## src/rtl/irq_ctrl.sv

```systemverilog
// irq_ctrl: memory-mapped interrupt controller
// syncs sources, latches level/edge events, drives masked HWInt
module irq_ctrl #(
  parameter int          N_SRC = 6,
  parameter logic [31:0] BASE  = 32'h0000_7F20
) (
  input  logic             clk,
  input  logic             rst,
  input  logic [N_SRC-1:0] irq_src,
  input  logic [29:0]      PrAddr,
  input  logic [31:0]      PrWD,
  input  logic [3:0]       PrBE,
  input  logic             PrWE,
  output logic [31:0]      rd_data,
  output logic             hit,
  output logic [5:0]       HWInt
);

  localparam logic [2:0] OFF_PEND = 3'd0;
  localparam logic [2:0] OFF_MASK = 3'd1;
  localparam logic [2:0] OFF_MODE = 3'd2;
  localparam logic [2:0] OFF_STAT = 3'd3;
  localparam logic [2:0] OFF_LOST = 3'd4;

  logic [N_SRC-1:0] r_sy0;
  logic [N_SRC-1:0] r_s1;
  logic [N_SRC-1:0] r_s2;
  logic [N_SRC-1:0] r_pend;
  logic [N_SRC-1:0] r_mask;
  logic [N_SRC-1:0] r_mode;
  logic [N_SRC-1:0] r_lost;
  logic [N_SRC-1:0] r_hw;

  logic             w_hit;
  logic [2:0]       w_off;
  logic             w_we;
  logic             w_wr_pend;
  logic             w_wr_mask;
  logic             w_wr_mode;
  logic             w_wr_lost;
  logic [N_SRC-1:0] w_wd;
  logic [N_SRC-1:0] w_edge;
  logic [N_SRC-1:0] w_clr_pend;
  logic [N_SRC-1:0] w_clr_lost;
  logic [N_SRC-1:0] w_pend_nx;
  logic [N_SRC-1:0] w_lost_nx;
  logic [N_SRC-1:0] w_act;
  logic [2:0]       w_idx;
  logic [31:0]      w_rd;
  logic [5:0]       w_hw;
  logic             w_unused;

  assign w_hit = (PrAddr[29:3] == BASE[31:5]);
  assign w_off = PrAddr[2:0];
  // only full-word writes count; partial-byte writes are dropped
  assign w_we  = w_hit & PrWE & (PrBE == 4'b1111);
  assign w_wd  = PrWD[N_SRC-1:0];

  assign w_wr_pend = w_we & (w_off == OFF_PEND);
  assign w_wr_mask = w_we & (w_off == OFF_MASK);
  assign w_wr_mode = w_we & (w_off == OFF_MODE);
  assign w_wr_lost = w_we & (w_off == OFF_LOST);

  assign w_clr_pend = w_wr_pend ? w_wd : '0;
  assign w_clr_lost = w_wr_lost ? w_wd : '0;

  assign w_edge = r_s1 & ~r_s2;
  assign w_act  = r_pend & r_mask;

  // level sources copy s1; edge sources set on edge, set beats W1C
  assign w_pend_nx = (~r_mode & r_s1)
                   | (r_mode & (w_edge | (r_pend & ~w_clr_pend)));

  // an edge landing on an already-pending edge source is a loss
  assign w_lost_nx = (r_mode & w_edge & r_pend)
                   | (r_lost & ~w_clr_lost);

  assign w_unused = ^PrWD[31:N_SRC];

  // lowest active source index, scanned high to low so low wins
  always_comb begin
    w_idx = 3'd0;
    for (int i = N_SRC - 1; i >= 0; i--) begin
      if (w_act[i]) w_idx = 3'(i);
    end
  end

  // combinational read mux over the register window
  always_comb begin
    w_rd = '0;
    if (w_hit) begin
      case (w_off)
        OFF_PEND: w_rd[N_SRC-1:0] = r_pend;
        OFF_MASK: w_rd[N_SRC-1:0] = r_mask;
        OFF_MODE: w_rd[N_SRC-1:0] = r_mode;
        OFF_STAT: begin
          w_rd[31]  = |w_act;
          w_rd[2:0] = w_idx;
        end
        OFF_LOST: w_rd[N_SRC-1:0] = r_lost;
        default:  w_rd = '0;
      endcase
    end
  end

  // pad HWInt so unimplemented sources read as 0
  always_comb begin
    w_hw = '0;
    w_hw[N_SRC-1:0] = r_hw;
  end

  // two-flop synchronizer plus previous-value flop for edge detect
  always_ff @(posedge clk or posedge rst) begin
    if (rst) begin
      r_sy0 <= '0;
      r_s1  <= '0;
      r_s2  <= '0;
    end else begin
      r_sy0 <= irq_src;
      r_s1  <= r_sy0;
      r_s2  <= r_s1;
    end
  end

  // pending and lost event state
  always_ff @(posedge clk or posedge rst) begin
    if (rst) begin
      r_pend <= '0;
      r_lost <= '0;
    end else begin
      r_pend <= w_pend_nx;
      r_lost <= w_lost_nx;
    end
  end

  // software-written configuration
  always_ff @(posedge clk or posedge rst) begin
    if (rst) begin
      r_mask <= '0;
      r_mode <= '0;
    end else begin
      if (w_wr_mask) r_mask <= w_wd;
      if (w_wr_mode) r_mode <= w_wd;
    end
  end

  // registered interrupt vector to the core
  always_ff @(posedge clk or posedge rst) begin
    if (rst) r_hw <= '0;
    else     r_hw <= w_act;
  end

  assign rd_data = w_rd;
  assign hit     = w_hit;
  assign HWInt   = w_hw;

endmodule

```

## config.mk

```make
export PLATFORM = sky130hd
export DESIGN_NAME = irq_ctrl
export DESIGN_NICKNAME = d
export VERILOG_FILES = /design/src/rtl/irq_ctrl.sv
export SDC_FILE = /design/constraint.sdc
export NUM_CORES = 1
export LEC_CHECK = 0
export BUFFER_PORTS_ARGS = -buffer_cell sky130_fd_sc_hd__buf_4
export CORE_ASPECT_RATIO = 1.4
export CORE_MARGIN = 4
export CORE_UTILIZATION = 33
export CTS_CLUSTER_SIZE = 40
export DETAILED_ROUTE_END_ITERATION = 8
export PLACE_DENSITY_LB_ADDON = 0.08
export REMOVE_ABC_BUFFERS = 1
export SLEW_MARGIN = 0
export SYNTH_ARGS = -nofsm -noshare
export SYNTH_HDL_FRONTEND = slang
export SYNTH_SLANG_ARGS = --single-unit
```

## constraint.sdc

```tcl
create_clock -name clk -period 1.3 [get_ports clk]
set_input_delay 0.065 -clock clk [delete_from_list [all_inputs] [get_ports clk]]
set_output_delay 0.065 -clock clk [all_outputs]
set_load 0.02 [all_outputs]
```

==> summary.md, run 1 <==
| Metric | Value |
|---|---|
| Outcome | `complete, but fails checks` |
| Failing checks | `negative setup slack` |
| Yosys warns | `0` |
| Placed Cells | `about 400` |
| Critical path arrival | `1.73 ns` |
| Diode count | `0` |
| Crit path max fanout | `2` |
| Synth top area share | `0.519` |
| Clk pwr share | `0.318` |
| Power Internal | `2.16 mW` |
| Fin util | `0.537` |
| Vias in the first global route | `2057` |
| Comb pwr share | `0.146` |
| Gr usage total | `0.158` |
| Core area | `0.00670 mm²` |
| Non-filler cells, final | `424` |
| Tmin final | `approximately 1.8 ns` |
| Peak VDD IR | `0.615 mV` |
| Die height | `107 µm` |
| Initial Utilization | `0.345` |
| IO Pins | `114` |
| RSZ-0062 raised after global routing | `yes` |
| Antenna Nets Post-Route | `0` |
| CTS root buf | `clkbuf_8` |
| Final Cell Area | `0.00360 mm²` |
| Synth area leaders | `dfrtp_1, buf_4, mux2_1` |
| # fillers | `630` |
| CP Launch Type | `flip-flop` |
| Fin. Hold Viols | `0` |
| Critical path class | `flip-flop to output pin` |
| Setup Viol. Count Final | `32` |
| CTS Sinks | `48` |
| Reg power frac | `0.537` |
| Clk pin slew, worst setup/hold paths | `0.09 ns` |
| Final wirelength | `6660 µm` |
| Reg area | `about 0.0012 mm²` |
| First-pass GRT wire length | `around 10000 µm` |
| WL per Instance | `15.7 µm` |
| Seq/Total Area, Yosys | `0.519` |
| CTS Buffer Depth | `2` |
| Switching share of power | `0.251` |
| Setup WS post-layout | `-0.498 ns` |
| Grt total ovfl | `0` |
| Synth Instances | `213` |
| Worst clock skew | `around 0.008 ns` |
| DR vias/cell | `roughly 4.8` |
| Max-cap violations | `0` |
| Met2 routed WL | `3350 µm` |
| Number of antenna violations at the first check in global routing | `0` |
| Period utilisation layout | `1.38` |
| Top Metal Used | `met4` |
| Setup_tns | `-7.88 ns` |
| Nets@finish | `between 400 and 500` |
| H-tree levels | `2` |
| Cts bufs inserted | `5` |
| Area post-placement | `0.00308 mm²` |
| 1st-iter DRT viols | `77` |
| HP Class | `primary input to flip-flop` |
| Pwr dens | `803 mW/mm²` |
| Netlist cell types | `35` |
| I/O Buffers | `62` |
| Post-synth top area cell | `dfrtp_1` |
| Clock Latency Late Sink | `0.30 ns` |
| Vias | `~2000` |
| Die footprint | `0.00843 mm²` |
| Die width | `78.8 µm` |
| CTS tree | `done` |
| Synth Cell Area | `0.00231 mm²` |
| Layout cells sized above 1 | `0.482` |
| Largest net degree at the start of global routing | `between 40 and 50` |
| Met1 WL | `2620 µm` |
| Hpwl dp | `4620 µm` |
| P_sw | `0.724 mW` |
| Syn avg cell area | `between 10 and 15 µm²` |
| Fmax | `between 500 and 600 MHz` |
| Rows | `35` |
| WP data required | `1.24 ns` |
| WHS | `about 0.035 ns` |
| Met3 wire length | `roughly 600 µm` |
| Multi-input combinational cell area | `around 0.0011 mm²` |
| Static Leak | `1.72 nW` |
| Max-slew violation count | `0` |
| Area delta synth->final | `55.5%` |
| Post-synthesis register bit count | `48` |
| Drc violations | `0` |
| Crit end category | `output pin` |
| Placer Congestion | `about 0.75` |
| Router iterations before antenna repair | `4` |
==> cells in the mapped netlist (all sizes together) <==
library cell	instances
a211o	1
a21oi	6
a2bb2oi	1
a31oi	3
a32o	12
and2	7
and3	1
and4	3
buf	31
clkbuf	3
conb	1
dfrtp	48
inv	4
mux2	13
mux2i	4
nand2	12
nand3	9
nand4	14
nor2	14
nor2b	8
nor3	3
nor4	4
o2111ai	1
o21a	1
o21ai	7
o32a	1
or2	1
==> logic make-up (layout without fill, tap and decap cells) <==
logic type,Yosys count,after routing,synth area share
flops,48,48,0.519
mux,17,17,0.0806
buf+inv,38,133,0.112
compound gates,33,33,0.107
other cells,1,25,0.00162
simple gates,76,76,0.179
==> state kept, by name, indices dropped and copies added (netlist names) <==
signal / count
HWInt: 6
r_mode: 6
r_s1: 6
r_lost: 6
r_mask: 6
r_s2: 6
r_pend: 6
r_sy0: 6
==> layer usage <==
layer	vias up	track usage
met4	0	0.0575
met1	998	0.186
met5	-	0
met3	8	0.0403
met2	95	0.274
li1	955	-
==> worst max-delay path, stage by stage, from the launching register on <==
cell and delay, ns:
dfrtp_1 0.40, and2_4 0.16, nor2_4 0.11, nand3_2 0.09, o32a_1 0.37, a21oi_2 0.16, buf_6 0.14
==> area by class of cell <==
type	instances	area share
inverters	4	0.00417
clock buffers	8	0.0250
well taps	92	0.0320
flip-flops and latches	48	0.334
repair buffers	121	0.294
multi-input cells	151	0.311
==> repair_timing <==
item | 4_1_cts | 5_1_grt
hold buffers | 7 | 0
cloned | 0 | 0
buffers inserted | 10 | 6
gates resized for setup | 54 | 22
pin swaps | 41 | 23
endpoints found under the hold margin | 54 | 0
setup endpoints to repair | 32 | 32
==> per-stage QoR <==
stage                     total power [mW]  setup slack [ns]
final                                 2.89            -0.498
after global routing                  3.01            -0.555
after CTS                             2.92            -0.516
after global placement                1.94            -0.595
after detailed placement              1.95            -0.606
after floorplan                       1.72             -1.29
==> final timing paths <==
kind                            cells past startpoint       from  slack [ns]    endpoint
min in group asynchronous                           4        rst        0.36     r_s1[0]
max in group asynchronous                           4        rst        0.71   r_pend[5]
worst max register to register                      3  r_mask[2]        0.30   r_mask[2]
worst min-delay path                                2    PrWD[1]        0.03   r_mask[1]
worst max-delay path                                6  r_pend[1]       -0.50  rd_data[2]
worst min register to register                      0   r_sy0[5]        0.35     r_s1[5]
==> power by group through the flow <==
stage	combinational [mW]	clock, mW	sequential, mW
detailed placement	0.368	0	1.58
finish	0.421	0.917	1.55
global route	0.455	1.00	1.55
global placement	0.367	0	1.58
floorplan	0.141	0	1.58
CTS	0.406	0.959	1.55
==> layout by cell type, fill, tap and decap left out, types with 2 or more instances in the layout <==
master,instances
mux2_4,12
nor2_4,2
nor4_4,4
nor2_1,12
inv_2,3
dfrtp_1,48
buf_4,84
nand3_1,6
nor3_1,2
nand2_1,11
nand3_2,3
a21oi_1,4
o21ai_1,5
and2_4,6
nand4_1,14
and4_4,2
clkbuf_1,2
buf_6,28
nor2b_1,8
clkbuf_8,6
dlygate4sd3_1,7
a32o_1,11
buf_12,2
conb_1,25
a31oi_1,3
mux2i_1,4
No activity file was read; power rests on OpenSTA's default activity.
==> run 2: changes to the inputs <==
- REMOVE_ABC_BUFFERS: 1 -> default
==> run 2 against run 1 <==
Against the previous run: the run still ends with negative setup slack left; global-route usage down 0.86 points; clock skew up 0.0012 ns; die area is the same; non-clock buffer count is 5 lower; critical path type unchanged; utilization is 0.32 points lower; fmax grew 0.65%; sequential cell count unchanged; sequential share of layout area is 0.20 points higher.
==> summary.md, run 2 (synthesis gave the netlist of run 1 again) <==
| Metric | Value |
|---|---|
| HP Class | `primary input to flip-flop (unchanged)` |
| 1st-iter DRT viols | `47 (was 77)` |
| I/O Buffers | `62 (unchanged)` |
| Final wirelength | `5950 µm (was 6660 µm)` |
| CP Launch Type | `flip-flop (unchanged)` |
| WL per Instance | `14.2 µm (was 15.7 µm)` |
| Fin util | `0.534 (was 0.537)` |
| Largest net degree at the start of global routing | `49 (unchanged)` |
| Crit end category | `output pin (unchanged)` |
| Power Internal | `2.35 mW (was 2.16 mW)` |
| Die width | `78.8 µm (unchanged)` |
| Tmin final | `1.79 ns (was 1.80 ns)` |
| CTS Sinks | `48 (unchanged)` |
| RSZ-0062 raised after global routing | `yes (unchanged)` |
| DR vias/cell | `4.81 (was 4.85)` |
| Critical path class | `flip-flop to output pin (unchanged)` |
| Grt total ovfl | `0 (unchanged)` |
| Antenna Nets Post-Route | `0 (unchanged)` |
| Most frequent cells in the layout | `buf_4, dfrtp_1, conb_1 (was buf_4, dfrtp_1, buf_6)` |
| Die footprint | `0.00843 mm² (unchanged)` |
| Router iterations before antenna repair | `4 (unchanged)` |
| Worst clock skew | `0.00936 ns (was 0.00814 ns)` |
| CTS tree | `done (unchanged)` |
| Rows | `35 (unchanged)` |
| Static Leak | `1.71 nW (was 1.72 nW)` |
| Layout cells sized above 1 | `0.489 (was 0.482)` |
| Diode count | `0 (unchanged)` |
| Clk pin slew, worst setup/hold paths | `0.09 ns (about the same)` |
| Vias | `2016 (was 2056)` |
| Drc violations | `0 (unchanged)` |
| Gr usage total | `0.149 (was 0.158)` |
| Critical path arrival | `1.72 ns (was 1.73 ns)` |
| Area delta synth->final | `54.6% (was 55.5%)` |
| Hpwl dp | `4550 µm (was 4620 µm)` |
| Peak VDD IR | `0.516 mV (was 0.615 mV)` |
| Vias in the first global route | `2162 (was 2057)` |
| Cts bufs inserted | `5 (unchanged)` |
| Most common library cell in the layout ignoring fill and taps | `buf_4 (unchanged)` |
| Core area | `0.00670 mm² (unchanged)` |
| Setup WS post-layout | `-0.486 ns (was -0.498 ns)` |
| H-tree levels | `2 (unchanged)` |
| Outcome | `complete, but fails checks (unchanged)` |
| Clk pwr share | `0.367 (was 0.318)` |
| Number of antenna violations at the first check in global routing | `0 (unchanged)` |
| CTS root buf | `clkbuf_8 (unchanged)` |
| P_sw | `0.744 mW (was 0.724 mW)` |
| Setup Viol. Count Final | `27 (was 32)` |
| Overall Power | `3.10 mW (was 2.89 mW)` |
| Clock Latency Late Sink | `0.30 ns (about the same)` |
| Initial Utilization | `0.345 (unchanged)` |
| Die height | `107 µm (unchanged)` |
| Crit path max fanout | `2 (unchanged)` |
| Pwr dens | `866 mW/mm² (was 803 mW/mm²)` |
| WP data required | `1.24 ns (about the same)` |
| Nets@finish | `401 (was 406)` |
| First-pass GRT wire length | `9970 µm (was 10300 µm)` |
| Switching share of power | `0.240 (was 0.251)` |
| Placer Congestion | `0.819 (was 0.745)` |
| Reg power frac | `0.501 (was 0.537)` |
| Comb pwr share | `0.133 (was 0.146)` |
| Period utilisation layout | `1.37 (was 1.38)` |
| Max-cap violations | `0 (unchanged)` |
| Fin. Hold Viols | `0 (unchanged)` |
| Max-slew violation count | `0 (unchanged)` |
| Failing checks | `negative setup slack (unchanged)` |
| IO Pins | `114 (unchanged)` |
| CTS Buffer Depth | `2 (unchanged)` |
| Fmax | `560 MHz (was 556 MHz)` |
[run 2: area by class of cell]
type / instances / area [µm²]
multi-input combinational: 151 / 1140
sequential: 48 / 1200
fill: 607 / 3120
inverter: 4 / 15.0
tap: 92 / 115
timing repair buffer: 116 / 987
clock buffer: 6 / 82.6
clock inverter: 2 / 38.8
[run 2: through the flow]
step | instance area, µm² | worst slack (ns) | instances | hold WS (ns) | TNS (ns)
floorplan | 2500 | -0.201 | 237 | 0.0964 | -3.72
detailed placement | 3150 | -0.492 | 398 | 0.134 | -11.93
CTS | 3480 | -0.502 | 416 | 0.0210 | -6.23
global placement | 3150 | -0.475 | 398 | 0.132 | -11.35
finish | 3580 | -0.486 | 419 | 0.0281 | -4.83
global route | 3580 | -0.572 | 419 | 0.0126 | -7.63
[run 2: layer usage]
layer  global-route usage  vias up  wire, µm
met3               0.0261       13       407
li1                     -      946         -
met2                0.256       85      3050
met1                0.183      972      2330
met5                    0        -         0
met4               0.0613        0       162
[run 2: worst max-delay path, stage by stage (launching register included)]
cell,delay [ns]
dfrtp_1,0.39
and2_4,0.16
or2_4,0.25
o32a_1,0.36
a21oi_2,0.14
buf_6,0.13
[run 2: power by group through the flow]
| stage | Clock, mW | Sequential, mW | Combinational (mW) |
|---|---|---|---|
| floorplan | 0 | 1.58 | 0.218 |
| global placement | 0 | 1.58 | 0.374 |
| detailed placement | 0 | 1.58 | 0.374 |
| CTS | 1.17 | 1.55 | 0.402 |
| global route | 1.23 | 1.56 | 0.451 |
| finish | 1.14 | 1.55 | 0.411 |
[run 2: path summary, 6_finish.rpt]
check | slack (ns) | depth (start not counted) | end | start
setup / recovery | -0.49 | 5 | rd_data[2] | r_mask[2]
hold / removal | 0.03 | 2 | r_mode[0] | PrWD[0]
setup reg to reg | 0.30 | 3 | r_mask[3] | r_mask[3]
hold reg to reg | 0.35 | 0 | r_s1[1] | r_sy0[1]
max in group asynchronous | 0.71 | 4 | r_s2[5] | rst
min in group asynchronous | 0.35 | 4 | r_sy0[2] | rst
[run 2: repair_timing]
action	CTS	global route
resized for setup	32	20
endpoints found under the hold margin	54	0
setup endpoints to repair	26	32
buffers inserted	4	6
hold buffers	7	0
pin swaps	20	21
==> run 3: changes to the inputs <==
- CELL_PAD_IN_SITES_DETAIL_PLACEMENT: default -> 1
- CELL_PAD_IN_SITES_GLOBAL_PLACEMENT: default -> 1
- CORE_UTILIZATION: 33 -> 30
==> run 3 against run 2 <==
Against the previous run: clock-buffer cell count fell by 1; hold slack barely moved; first-iteration DRC count rose by 4.3%; the run still ends with negative setup slack left; critical endpoint unchanged.
==> summary.md, run 3 (synthesis gave the netlist of run 1 again) <==
| Metric | Value |
|---|---|
| Number of antenna violations at the first check in global routing | `0 (unchanged)` |
| First-pass GRT wire length | `11400 µm (was 9970 µm)` |
| Tmin final | `1.78 ns (was 1.79 ns)` |
| Die footprint | `0.00920 mm² (was 0.00843 mm²)` |
| FF-to-FF End | `r_pend[2] (was r_mask[3])` |
| Comb pwr share | `0.133 (about the same)` |
| Clk pin slew, worst setup/hold paths | `0.09 ns (about the same)` |
| Outcome | `complete, but fails checks (unchanged)` |
| 1st-iter DRT viols | `49 (was 47)` |
| Placer Congestion | `0.789 (was 0.819)` |
| Most frequent cells in the layout | `buf_4, dfrtp_1, buf_6 (was buf_4, dfrtp_1, conb_1)` |
| Flop2flop setup slack | `0.27 ns (was 0.30 ns)` |
| Crit-path slowest cell | `dfrtp_1 (unchanged)` |
| CP Launch Point | `r_mask[1] (was r_mask[2])` |
| CTS Sinks | `48 (unchanged)` |
| Router iterations before antenna repair | `4 (unchanged)` |
| Peak VDD IR | `0.406 mV (was 0.516 mV)` |
| Failing checks | `negative setup slack (unchanged)` |
| Setup Viol. Count Final | `27 (unchanged)` |
| Worst path cell trace | `and2_4 -> nor2_4 -> nand3_2 -> o32a_1 -> a21oi_2 -> buf_6 (was and2_4 -> or2_4 -> o32a_1 -> a21oi_2 -> buf_6)` |
| Cts bufs inserted | `5 (unchanged)` |
| Pwr dens | `886 mW/mm² (was 866 mW/mm²)` |
| CTS root buf | `clkbuf_8 (unchanged)` |
| WHS | `0.0280 ns (was 0.0281 ns)` |
| Slowest stage delay, CP | `0.41 ns (was 0.39 ns)` |
| P_sw | `0.743 mW (was 0.744 mW)` |
| Reg power frac | `0.479 (was 0.501)` |
| CP Launch Type | `flip-flop (unchanged)` |
| Most common library cell in the layout ignoring fill and taps | `buf_4 (unchanged)` |
| I/O Buffers | `62 (unchanged)` |
| Switching share of power | `0.230 (was 0.240)` |
| Rows | `37 (was 35)` |
| Crit path max fanout | `2 (unchanged)` |
| Worst reg2reg path depth | `3 (unchanged)` |
| Hpwl dp | `5300 µm (was 4550 µm)` |
| Setup WS post-layout | `-0.483 ns (was -0.486 ns)` |
| Vias | `2040 (was 2016)` |
| Crit end category | `output pin (unchanged)` |
| Vias in the first global route | `2328 (was 2162)` |
| Gr usage total | `0.162 (was 0.149)` |
| Diode count | `0 (unchanged)` |
| CTS Buffer Depth | `2 (unchanged)` |
| HP Class | `primary input to flip-flop (unchanged)` |
| DR vias/cell | `4.79 (was 4.81)` |
| Clk pwr share | `0.388 (was 0.367)` |
| Antenna Nets Post-Route | `0 (unchanged)` |
| IO Pins | `114 (unchanged)` |
| Largest net degree at the start of global routing | `27 (was 49)` |
| Max-slew violation count | `0 (unchanged)` |
| Initial Utilization | `0.310 (was 0.345)` |
| Die height | `112 µm (was 107 µm)` |
| Worst clock skew | `0.00748 ns (was 0.00936 ns)` |
| Max-cap violations | `0 (unchanged)` |
| Drc violations | `0 (unchanged)` |
| Critical path arrival | `1.72 ns (about the same)` |
| Static Leak | `1.73 nW (was 1.71 nW)` |
| Die width | `82.2 µm (was 78.8 µm)` |
| Core area | `0.00745 mm² (was 0.00670 mm²)` |
| Fmax | `561 MHz (was 560 MHz)` |
| CP endpoint | `rd_data[2] (unchanged)` |
| DP Worst Slack | `-0.515 ns (was -0.492 ns)` |
| Critical path class | `flip-flop to output pin (unchanged)` |
| Area delta synth->final | `57.9% (was 54.6%)` |
| Fin. Hold Viols | `0 (unchanged)` |
| H-tree levels | `2 (unchanged)` |
| WL per Instance | `16.2 µm (was 14.2 µm)` |
| Overall Power | `3.24 mW (was 3.10 mW)` |
| Nets@finish | `404 (was 401)` |
| Clock Latency Late Sink | `0.30 ns (about the same)` |
| RSZ-0062 raised after global routing | `yes (unchanged)` |
| Period utilisation layout | `1.37 (about the same)` |
| Final wirelength | `6890 µm (was 5950 µm)` |
| Grt total ovfl | `0 (unchanged)` |
| WP data required | `1.24 ns (about the same)` |
| CTS tree | `done (unchanged)` |
| Reg-to-reg startpoint | `r_pend[2] (was r_mask[3])` |
| Layout cells sized above 1 | `0.505 (was 0.489)` |
| Power Internal | `2.49 mW (was 2.35 mW)` |
| # fillers | `848 (was 607)` |
[run 3: cell types whose count changed in the layout (fill, tap and decap cells not counted), moves of 2 or more]
cell,delta
buf_6,+6
buf_4,-4
a21oi_1,-2
a21oi_2,+2
nor2_1,-2
nor2_2,+2
o21ai_1,+2
[run 3: what timing repair did]
item | 4_1_cts | 5_1_grt
hold buffers | 7 | 0
endpoints found under the setup margin | 31 | 32
resized for setup | 40 | 22
endpoints found under the hold margin | 42 | 0
setup buffers | 10 | 6
pin swaps | 26 | 23
[run 3: power groups by stage]
stage / sequential [mW] / combinational (mW) / clock (mW)
after floorplan: 1.58 / 0.218 / 0
after global placement: 1.58 / 0.384 / 0
after detailed placement: 1.58 / 0.387 / 0
after CTS: 1.55 / 0.422 / 1.30
after global routing: 1.56 / 0.470 / 1.36
final: 1.55 / 0.429 / 1.26
[run 3: layout make-up]
| type | count | area (µm²) | area share |
|---|---|---|---|
| inverter | 4 | 15.0 | 0.00411 |
| timing repair buffer | 119 | 1040 | 0.286 |
| clock inverter | 2 | 60.1 | 0.0164 |
| clock buffer | 5 | 68.8 | 0.0188 |
| multi-input combinational | 151 | 1140 | 0.312 |
| sequential | 48 | 1200 | 0.329 |
| tap | 97 | 121 | 0.0332 |
[run 3: metal layers]
metal / wire length [µm] / up-vias / track usage
li1: - / 954 / -
met1: 2650 / 1007 / 0.192
met2: 3750 / 70 / 0.286
met3: 390 / 9 / 0.0332
met4: 95 / 0 / 0.0432
met5: 0 / - / 0
[run 3: critical path: cells and delay by family (launching register included)]
family	cells	cell delay (ns)
flip-flops	1	0.41
buffers and inverters	1	0.13
AND/OR/NAND/NOR	3	0.34
AO/OA/AOI/OAI	2	0.53
[run 3: metrics by stage]
step	TNS, ns	util	instance area (µm²)	cells
after global routing	-7.15	0.490	3650	426
after detailed placement	-12.79	0.426	3170	403
after CTS	-6.61	0.479	3570	424
after floorplan	-3.72	-	2500	237
final	-5.04	0.490	3650	426
after global placement	-11.55	0.426	3170	403
[run 3: worst min path at each step]
stage	startpoint	endpoint	slack, ns	cells after the start
2_1_floorplan	irq_src[0]	r_sy0[0]	0.1	0
3_3_place_gp	rst	r_sy0[2]	0.03	2
3_5_place_dp	rst	r_sy0[2]	0.03	2
4_1_cts	PrWD[4]	r_mode[4]	0.02	2
5_1_grt	PrWD[0]	r_mask[0]	0.02	2
6_report	PrWD[1]	r_mode[1]	0.03	2
